===== src/rtl/fifo_stream_rdr_pkg.sv =====
// fifo_stream_rdr_pkg
// Shared constants and helpers for the fifo_stream_rdr block.
//   BEAT_CNT_W : width of the packet beat counter
//   STAT_CNT_W : width of the optional statistics counters
//   buf_dep()  : internal skid-buffer depth for a given fifo read mode
package fifo_stream_rdr_pkg;

  localparam int unsigned BEAT_CNT_W = 16;
  localparam int unsigned STAT_CNT_W = 16;

  // FWFT fifos deliver data in the read cycle (one register stage is enough
  // to cover the read-issue pipeline); standard fifos need one more slot for
  // the word that is still in flight.
  function automatic int unsigned buf_dep(input int unsigned fwft);
    return (fwft != 0) ? 32'd2 : 32'd3;
  endfunction

endpackage


===== src/rtl/fifo_stream_rdr_buf.sv =====
// fifo_stream_rdr_buf
// Small circular buffer used to absorb the fifo read latency.
// Ports:
//   clk, rst  : clock, synchronous active-high reset
//   wr        : push wr_data (caller guarantees not full)
//   wr_data   : data to push
//   rd        : pop head entry (caller guarantees not empty)
//   rd_data   : head entry (meaningful while occ != 0)
//   occ       : number of stored entries, 0..DEP
module fifo_stream_rdr_buf #(
  parameter  int unsigned DWIDTH = 8,
  parameter  int unsigned DEP    = 2,
  localparam int unsigned OW     = $clog2(DEP + 1)
) (
  input  logic              clk,
  input  logic              rst,
  input  logic              wr,
  input  logic [DWIDTH-1:0] wr_data,
  input  logic              rd,
  output logic [DWIDTH-1:0] rd_data,
  output logic [OW-1:0]     occ
);

  localparam int unsigned PW = $clog2(DEP);

  logic [DWIDTH-1:0] mem [DEP];
  logic [PW-1:0]     wr_ptr;
  logic [PW-1:0]     rd_ptr;

  // DEP need not be a power of two, so wrap explicitly.
  function automatic logic [PW-1:0] ptr_next(input logic [PW-1:0] p);
    return (p == PW'(DEP - 1)) ? '0 : p + 1'b1;
  endfunction

  always_ff @(posedge clk) begin
    if (wr) begin
      mem[wr_ptr] <= wr_data;
    end
  end

  always_ff @(posedge clk) begin
    if (rst) begin
      wr_ptr <= '0;
      rd_ptr <= '0;
      occ    <= '0;
    end else begin
      if (wr) begin
        wr_ptr <= ptr_next(wr_ptr);
      end
      if (rd) begin
        rd_ptr <= ptr_next(rd_ptr);
      end
      case ({wr, rd})
        2'b10:   occ <= occ + 1'b1;
        2'b01:   occ <= occ - 1'b1;
        default: occ <= occ;
      endcase
    end
  end

  always_comb rd_data = mem[rd_ptr];

endmodule


===== src/rtl/fifo_stream_rdr.sv =====
// fifo_stream_rdr
// Drains the read port of a `fifo` (FWFT or standard mode) and presents the
// words as a valid/ready master stream with packet framing (m_last_o on beat
// BURST_LEN-1). Reads are issued from registered occupancy only, so m_ready_i
// has no combinational path to fifo_rd_o.
// Ports:
//   clk, rst      : clock, synchronous active-high reset (shared with fifo)
//   fifo_data_i   : fifo data_o
//   fifo_empty_i  : fifo empty_o
//   fifo_rd_o     : fifo rd
//   m_data_o      : stream data (0 while not valid)
//   m_valid_o     : stream valid
//   m_ready_i     : stream ready
//   m_last_o      : last beat of packet
// Optional (macro FIFO_STREAM_RDR_STATS_EN):
//   stall_cnt_o   : cycles with valid && !ready, saturating
//   pkt_cnt_o     : completed packets (last handshakes), wrapping
module fifo_stream_rdr
  import fifo_stream_rdr_pkg::*;
#(
  parameter int unsigned DWIDTH    = 8,
  parameter int unsigned FWFT      = 1,
  parameter int unsigned BURST_LEN = 16
) (
  input  logic                  clk,
  input  logic                  rst,
  input  logic [DWIDTH-1:0]     fifo_data_i,
  input  logic                  fifo_empty_i,
  output logic                  fifo_rd_o,
  output logic [DWIDTH-1:0]     m_data_o,
  output logic                  m_valid_o,
  input  logic                  m_ready_i,
  output logic                  m_last_o
`ifdef FIFO_STREAM_RDR_STATS_EN
  ,
  output logic [STAT_CNT_W-1:0] stall_cnt_o,
  output logic [STAT_CNT_W-1:0] pkt_cnt_o
`endif
);

  localparam int unsigned BUF_DEP = buf_dep(FWFT);
  localparam int unsigned OW      = $clog2(BUF_DEP + 1);
  localparam logic [BEAT_CNT_W-1:0] LAST_BEAT = BEAT_CNT_W'(BURST_LEN - 1);

  logic [OW-1:0]         occ;
  logic                  inflight;
  logic                  buf_wr;
  logic                  pop;
  logic [DWIDTH-1:0]     head;
  logic [BEAT_CNT_W-1:0] beat_cnt;

  // A slot is reserved for every word already read but not yet delivered.
  always_comb begin
    fifo_rd_o = !rst && !fifo_empty_i &&
                (({1'b0, occ} + (OW + 1)'(inflight)) < (OW + 1)'(BUF_DEP));
  end

  always_comb buf_wr = (FWFT != 0) ? fifo_rd_o : inflight;

  // Standard-mode data lands the cycle after rd; reset clears the flag so a
  // word arriving just after reset is dropped.
  always_ff @(posedge clk) begin
    if (rst) begin
      inflight <= 1'b0;
    end else begin
      inflight <= (FWFT == 0) && fifo_rd_o;
    end
  end

  fifo_stream_rdr_buf #(
    .DWIDTH (DWIDTH),
    .DEP    (BUF_DEP)
  ) u_buf (
    .clk     (clk),
    .rst     (rst),
    .wr      (buf_wr),
    .wr_data (fifo_data_i),
    .rd      (pop),
    .rd_data (head),
    .occ     (occ)
  );

  always_comb begin
    m_valid_o = (occ != '0);
    pop       = m_valid_o && m_ready_i;
    m_data_o  = m_valid_o ? head : '0;
    m_last_o  = m_valid_o && (beat_cnt == LAST_BEAT);
  end

  always_ff @(posedge clk) begin
    if (rst) begin
      beat_cnt <= '0;
    end else if (pop) begin
      beat_cnt <= (beat_cnt == LAST_BEAT) ? '0 : beat_cnt + 1'b1;
    end
  end

`ifdef FIFO_STREAM_RDR_STATS_EN
  always_ff @(posedge clk) begin
    if (rst) begin
      stall_cnt_o <= '0;
      pkt_cnt_o   <= '0;
    end else begin
      if (m_valid_o && !m_ready_i && (stall_cnt_o != '1)) begin
        stall_cnt_o <= stall_cnt_o + 1'b1;
      end
      if (pop && m_last_o) begin
        pkt_cnt_o <= pkt_cnt_o + 1'b1;
      end
    end
  end
`endif

endmodule

===== config.mk =====
export PLATFORM = sky130hd
export DESIGN_NAME = fifo_stream_rdr
export DESIGN_NICKNAME = d
export VERILOG_FILES = /design/src/rtl/fifo_stream_rdr_pkg.sv /design/src/rtl/fifo_stream_rdr_buf.sv /design/src/rtl/fifo_stream_rdr.sv
export SDC_FILE = /design/constraint.sdc
export NUM_CORES = 1
export LEC_CHECK = 0
export CAP_MARGIN = 10
export CELL_PAD_IN_SITES_DETAIL_PLACEMENT = 1
export CELL_PAD_IN_SITES_GLOBAL_PLACEMENT = 1
export CORE_ASPECT_RATIO = 0.75
export CORE_MARGIN = 3
export CORE_UTILIZATION = 40
export CTS_BUF_LIST = sky130_fd_sc_hd__clkbuf_8 sky130_fd_sc_hd__clkbuf_16
export CTS_CLUSTER_DIAMETER = 50
export DETAILED_ROUTE_END_ITERATION = 10
export PLACE_DENSITY = 0.86
export REMOVE_ABC_BUFFERS = 1
export SYNTH_ARGS = -nofsm -noshare
export SYNTH_HDL_FRONTEND = slang
export SYNTH_HIERARCHICAL = 1
export SYNTH_SLANG_ARGS = --single-unit

===== constraint.sdc =====
create_clock -name clk -period 2.5 [get_ports clk]
set_clock_uncertainty 0.1 [all_clocks]
set_input_delay 0.75 -clock clk [delete_from_list [all_inputs] [get_ports clk]]
set_output_delay 0.75 -clock clk [all_outputs]
set_load 0.1 [all_outputs]

* Word level (Yosys, flattened, before mapping) *
Memories as Yosys holds them, arrays and structs flattened. A register that Yosys moved wholly into a read port is not among the register bits.
Index checks and enable logic that the tools add are counted.

word-level totals
  register bits after elaboration = 20
  bits in writable memories = 16
  bits of input ports = 12
  memories = 1

memory list
  memory     depth  bits a word  read ports  clocked after memory_dff  write ports  line                       text
  u_buf.mem  2      8            1           1                         1            fifo_stream_rdr_buf.sv:26  logic [DWIDTH-1:0] mem [DEP];

operators by class
  $add $sub $neg = 5
  order comparisons = 1
  equal/unequal tests = 3
  mux-type cells = 9
  reductions and logical operators = 8

operator list
  cell                                                  count
  adder 16 x 1 -> 16 bit, second input constant         1
  equality test 16 x 4 -> 1 bit, second input constant  1
  2-to-1 mux 16 bit                                     1
  2-to-1 mux 8 bit                                      1
  2-to-1 mux 1 bit                                      6
  logical AND 1 bit                                     4
  case mux 2 bit (2 select lines)                       1
  nonzero test 2 bit                                    2
  adder 1 bit, second input constant                    2
  adder 2 x 1 -> 2 bit, second input constant           1
  equality test 2 x 1 -> 1 bit, second input constant   1
  equality test 2 bit, second input constant            1
  zero test 1 bit                                       2
  less-than comparator 2 bit, second input constant     1
  subtractor 2 x 1 -> 2 bit, second input constant      1

* Depth between registers and ports, before layout *
  word-level depth = 5
  depth in mapped cells = 6

* Hierarchy *
The synthesis kept the hierarchy.

modules (own cells, without submodules)
  module               times used  cells an instance  area an instance (µm²)  seq. area each (µm²)
  fifo_stream_rdr      1           102                867.1                   320.3
  fifo_stream_rdr_buf  1           45                 768.2                   580.6

* Least setup slack after synthesis *
OpenSTA, ideal clock, no wires.

  path type = input -> register
  start point = in fifo_empty_i
  end point = reg u_buf.occ[1]
  setup time = 0.070 ns
  arrival time = 4.078 ns
  setup slack = -1.747 ns
  stages = 5
  cells stage by stage = nor3_1 -> inv_1 -> ha_1 -> or3_1 -> a21oi_1

on the way
  cells in the longest elaborated chain, start to end = 5
  elaborated cells between the ends (all ways) = 7

RTL lines
  item                                                                          line                       text
  start, declared                                                               fifo_stream_rdr.sv:28      input logic fifo_empty_i,
  zero test 1 bit *                                                             fifo_stream_rdr.sv:54      fifo_rd_o = !rst && !fifo_empty_i &&
  logical AND 1 bit * (2 in series)                                             fifo_stream_rdr.sv:54
  equality test 2 x 1 -> 1 bit / equality test 2 bit (equally long branches)    fifo_stream_rdr_buf.sv:53  case ({wr, rd})
  case mux 2 bit (2 select lines) / nonzero test 2 bit (equally long branches)  --
  end signal, assigned                                                          fifo_stream_rdr_buf.sv:54  2'b10: occ <= occ + 1'b1;
  end signal, assigned                                                          fifo_stream_rdr_buf.sv:55  2'b01: occ <= occ - 1'b1;
  end, declared                                                                 fifo_stream_rdr_buf.sv:21  output logic [OW-1:0] occ

Mark *: on every way between the ends. The rest lies on a longest branch, timed or not.
A chain may end at the register's enable or synchronous reset.

==> key figures <==
Run status
  – Outcome: complete, no violations

Power and ir drop
  – PD cells: 1020 mW/mm2
  – Net switching power: 989 uW
  – Comb power frac: 0.496
  – Worst IR drop on VDD: 708 uV
  – Static Leak: about 0.83 nW
  – Switching share of power: 0.436
  – Register share of total power: 0.331
  – Cell-internal power: 1.28 mW
  – Total chip power: 2.27 mW
  – Clk pwr share: 0.173

STA
  – Fin crit period: 2.42 ns
  – RSZ-0062 raised after global routing: false
  – Final Hold Fails: 0
  – Achievable Freq: 413 MHz
  – Final Max Tran Viols: 0
  – Final setup viols: 0
  – Worst setup margin: 0.0813 ns
  – Period utilization: 0.967
  – Slew HR: 0.694
  – Hold_ws: 0.415 ns
  – Worst-Margin Slew: ~0.46 ns

Worst setup path
  – Critical Path AT: about 1.6 ns
  – R2R setup slack: 0.57 ns
  – Critical Path RT: 1.65 ns
  – Setup crit start kind: flop
  – Critical path endpoint category: output port
  – CP Class: flop to output port
  – Worst-path fanout max: 8

Cells and area
  – Final core occ: 0.585
  – Layout fillers: 411
  – Most frequent cells in the layout: nor2_1 (19), dfxtp_1 (19), edfxtp_1 (16), buf_4 (12), buf_12 (11)
  – Share of layout cells above drive strength 1: 0.267
  – Area delta synth->final: 36.0%
  – Final Net Count: 200
  – Cell Count, Final, Fillers Out: 239
  – Register Area: roughly 900 um2
  – # diodes: 0
  – Multi-input gate area in the final layout: 739 um2

Routing
  – Mean number of vias per cell: 5.41
  – DRT Pass-1 Iters: 5
  – Via count: about 1300
  – DRT iter0 DRCs: between 80 and 90
  – DRC viols: 0
  – Routed wire length: ~4400 um
  – Post-route ant nets: 0
  – DR WL/cell: 18.6 um

Place
  – Routability cong.: 0.848
  – Dpl hpwl: about 3200 um
  – DP Worst Slack: -0.172 ns
  – Port Buffers: 22
  – Inst Count DP: 230

Yosys
  – Adder-Cell Fraction of Synth Area: 0.0153
  – Post-synthesis simple-gate area fraction: 0.223
  – Synthesis-stage register bit count: 37
  – Avg Inst Size Synth: 11.1 um2
  – Syn Inst Count: approximately 150
  – Largest family of logic cells by synthesized area: simple AND/OR/NAND/NOR gates
  – Synth warnings: 6
  – Post-synthesis sequential area ratio: 0.551
  – Asr flop ratio synth: 0
  – XOR/XNOR Fraction of Synth Area: 0.0803
  – Mapped Area: 0.00164 mm2
  – Ys flop type: dfxtp_1
  – EDFF count, synth: 16
  – Post-synthesis mux area share: 0.0551
  – Synth cell types: 35
  – Complex-gate fraction of the synthesized area: 0.0581

Global routing
  – Vias in the first global route: ~1400
  – GR Overflow Total: 0
  – Antenna violations before repair: 0
  – First-pass GRT wire length: 6870 um
  – Pin count of the biggest net entering global routing: 11
  – GRT Util Overall: 0.194

Floorplan
  – Die Span Y: 61.4 um
  – Die W: 79.8 um
  – Initial Utilization: 0.430
  – I/O pin count: 23
  – Core area: 0.00380 mm2
  – Rows: 19
  – Die area: 0.00490 mm2

Clock tree
  – Clk_lat worst skew: ~0.29 ns
  – Root buffer cell: clkbuf_8
  – H-Tree Depth: 2
  – CTS Buf Count: 5
  – Clk sinks: 37
  – CTS tree: done
  – Number of buffers on the longest clock path: 2
  – Hold_buf cts: 0
  – Clk slew on worst S/H paths: 0.07 ns

Hold path
  – Worst Hold Class: flop to flop

Run
  – Max_cap viols: 0
-- synth_stat cells, types with 4 or more instances --
library cell	n	area, um2
a21oi_1	4	20.0
dfxtp_1	21	420
edfxtp_1	16	480
inv_1	5	18.8
mux2_2	8	90.1
nand2_1	8	30.0
nand3_1	4	20.0
nor2_1	21	78.8
nor2b_1	8	50.1
nor3_1	5	25.0
nor4_1	5	31.3
xnor2_1	9	78.8
xor2_1	6	52.6
-- kinds of logic after synthesis --
logic type                 Yosys count
adders and majority gates            2
muxes                                8
AOI/OAI and AO/OA                   13
xor gates and xnor gates            15
and+or+nand+nor                     65
buffers and inverters                7
DFF                                 37
-- metrics by stage --
step / TNS [ns] / cell area, um2
after floorplan: -33.30 / 1630
after global placement: -0.0492 / 2100
after detailed placement: -0.503 / 2100
after CTS: 0 / 2200
after global routing: 0 / 2220
final: 0 / 2220
-- path summary, 6_finish.rpt --
kind / startpoint / endpoint / cells past startpoint
max reg2reg: u_buf/occ[1]$_SDFFE_PP0P_ / u_buf/occ[1]$_SDFFE_PP0P_ / 7
min reg2reg: beat_cnt[1]$_SDFFE_PP0P_ / beat_cnt[1]$_SDFFE_PP0P_ / 2
max: flop / m_data_o[7] / 3
min: beat_cnt[1]$_SDFFE_PP0P_ / beat_cnt[1]$_SDFFE_PP0P_ / 2
-- metal layers --
layer / vias to the layer above / part of all wire / GRT usage
met2: 32 / 0.52 / 0.358
met1: 649 / 0.41 / 0.208
met3: 11 / 0.048 / 0.0746
met5: - / 0 / 0
li1: 601 / - / -
met4: 0 / 0.030 / 0.0699
-- power by group through the flow --
stage | Sequential, mW | Combinational [mW] | Clock, mW
after floorplan | 0.740 | 0.679 | 0
after global placement | 0.744 | 1.07 | 0
after detailed placement | 0.751 | 1.11 | 0
after CTS | 0.739 | 1.13 | 0.402
after global routing | 0.756 | 1.17 | 0.431
final | 0.750 | 1.13 | 0.393
-- layout make-up --
class	count	share of cell area
clock inverters	3	0.00506
repair buffers	34	0.188
inverters	5	0.00844
well taps	52	0.0292
flip-flops and latches	37	0.406
clock buffers	5	0.0309
multi-input cells	103	0.332
-- repair_timing --
| item | 4_1_cts | 5_1_grt |
|---|---|---|
| setup endpoints to repair | 11 | 2 |
| setup buffers | 1 | 0 |
| gates resized for setup | 5 | 6 |
| cloned | 0 | 0 |
| hold endpoints to repair | 0 | 0 |
| pin swaps | 1 | 1 |
-- worst max-delay path, cell delays in order, from the launching register on --
cell and delay, ns:
dfxtp_1 0.54, mux2_2 0.38, nor2b_1 0.16, buf_12 0.18
-- flip-flops by register name, indices dropped and copies added, names as in the netlist, named ones only --
name	flops
u_buf/wr_ptr	1
u_buf/mem	16
beat_cnt	16
u_buf/rd_ptr	1
u_buf/occ	2
(Power assumes the default switching activity.)
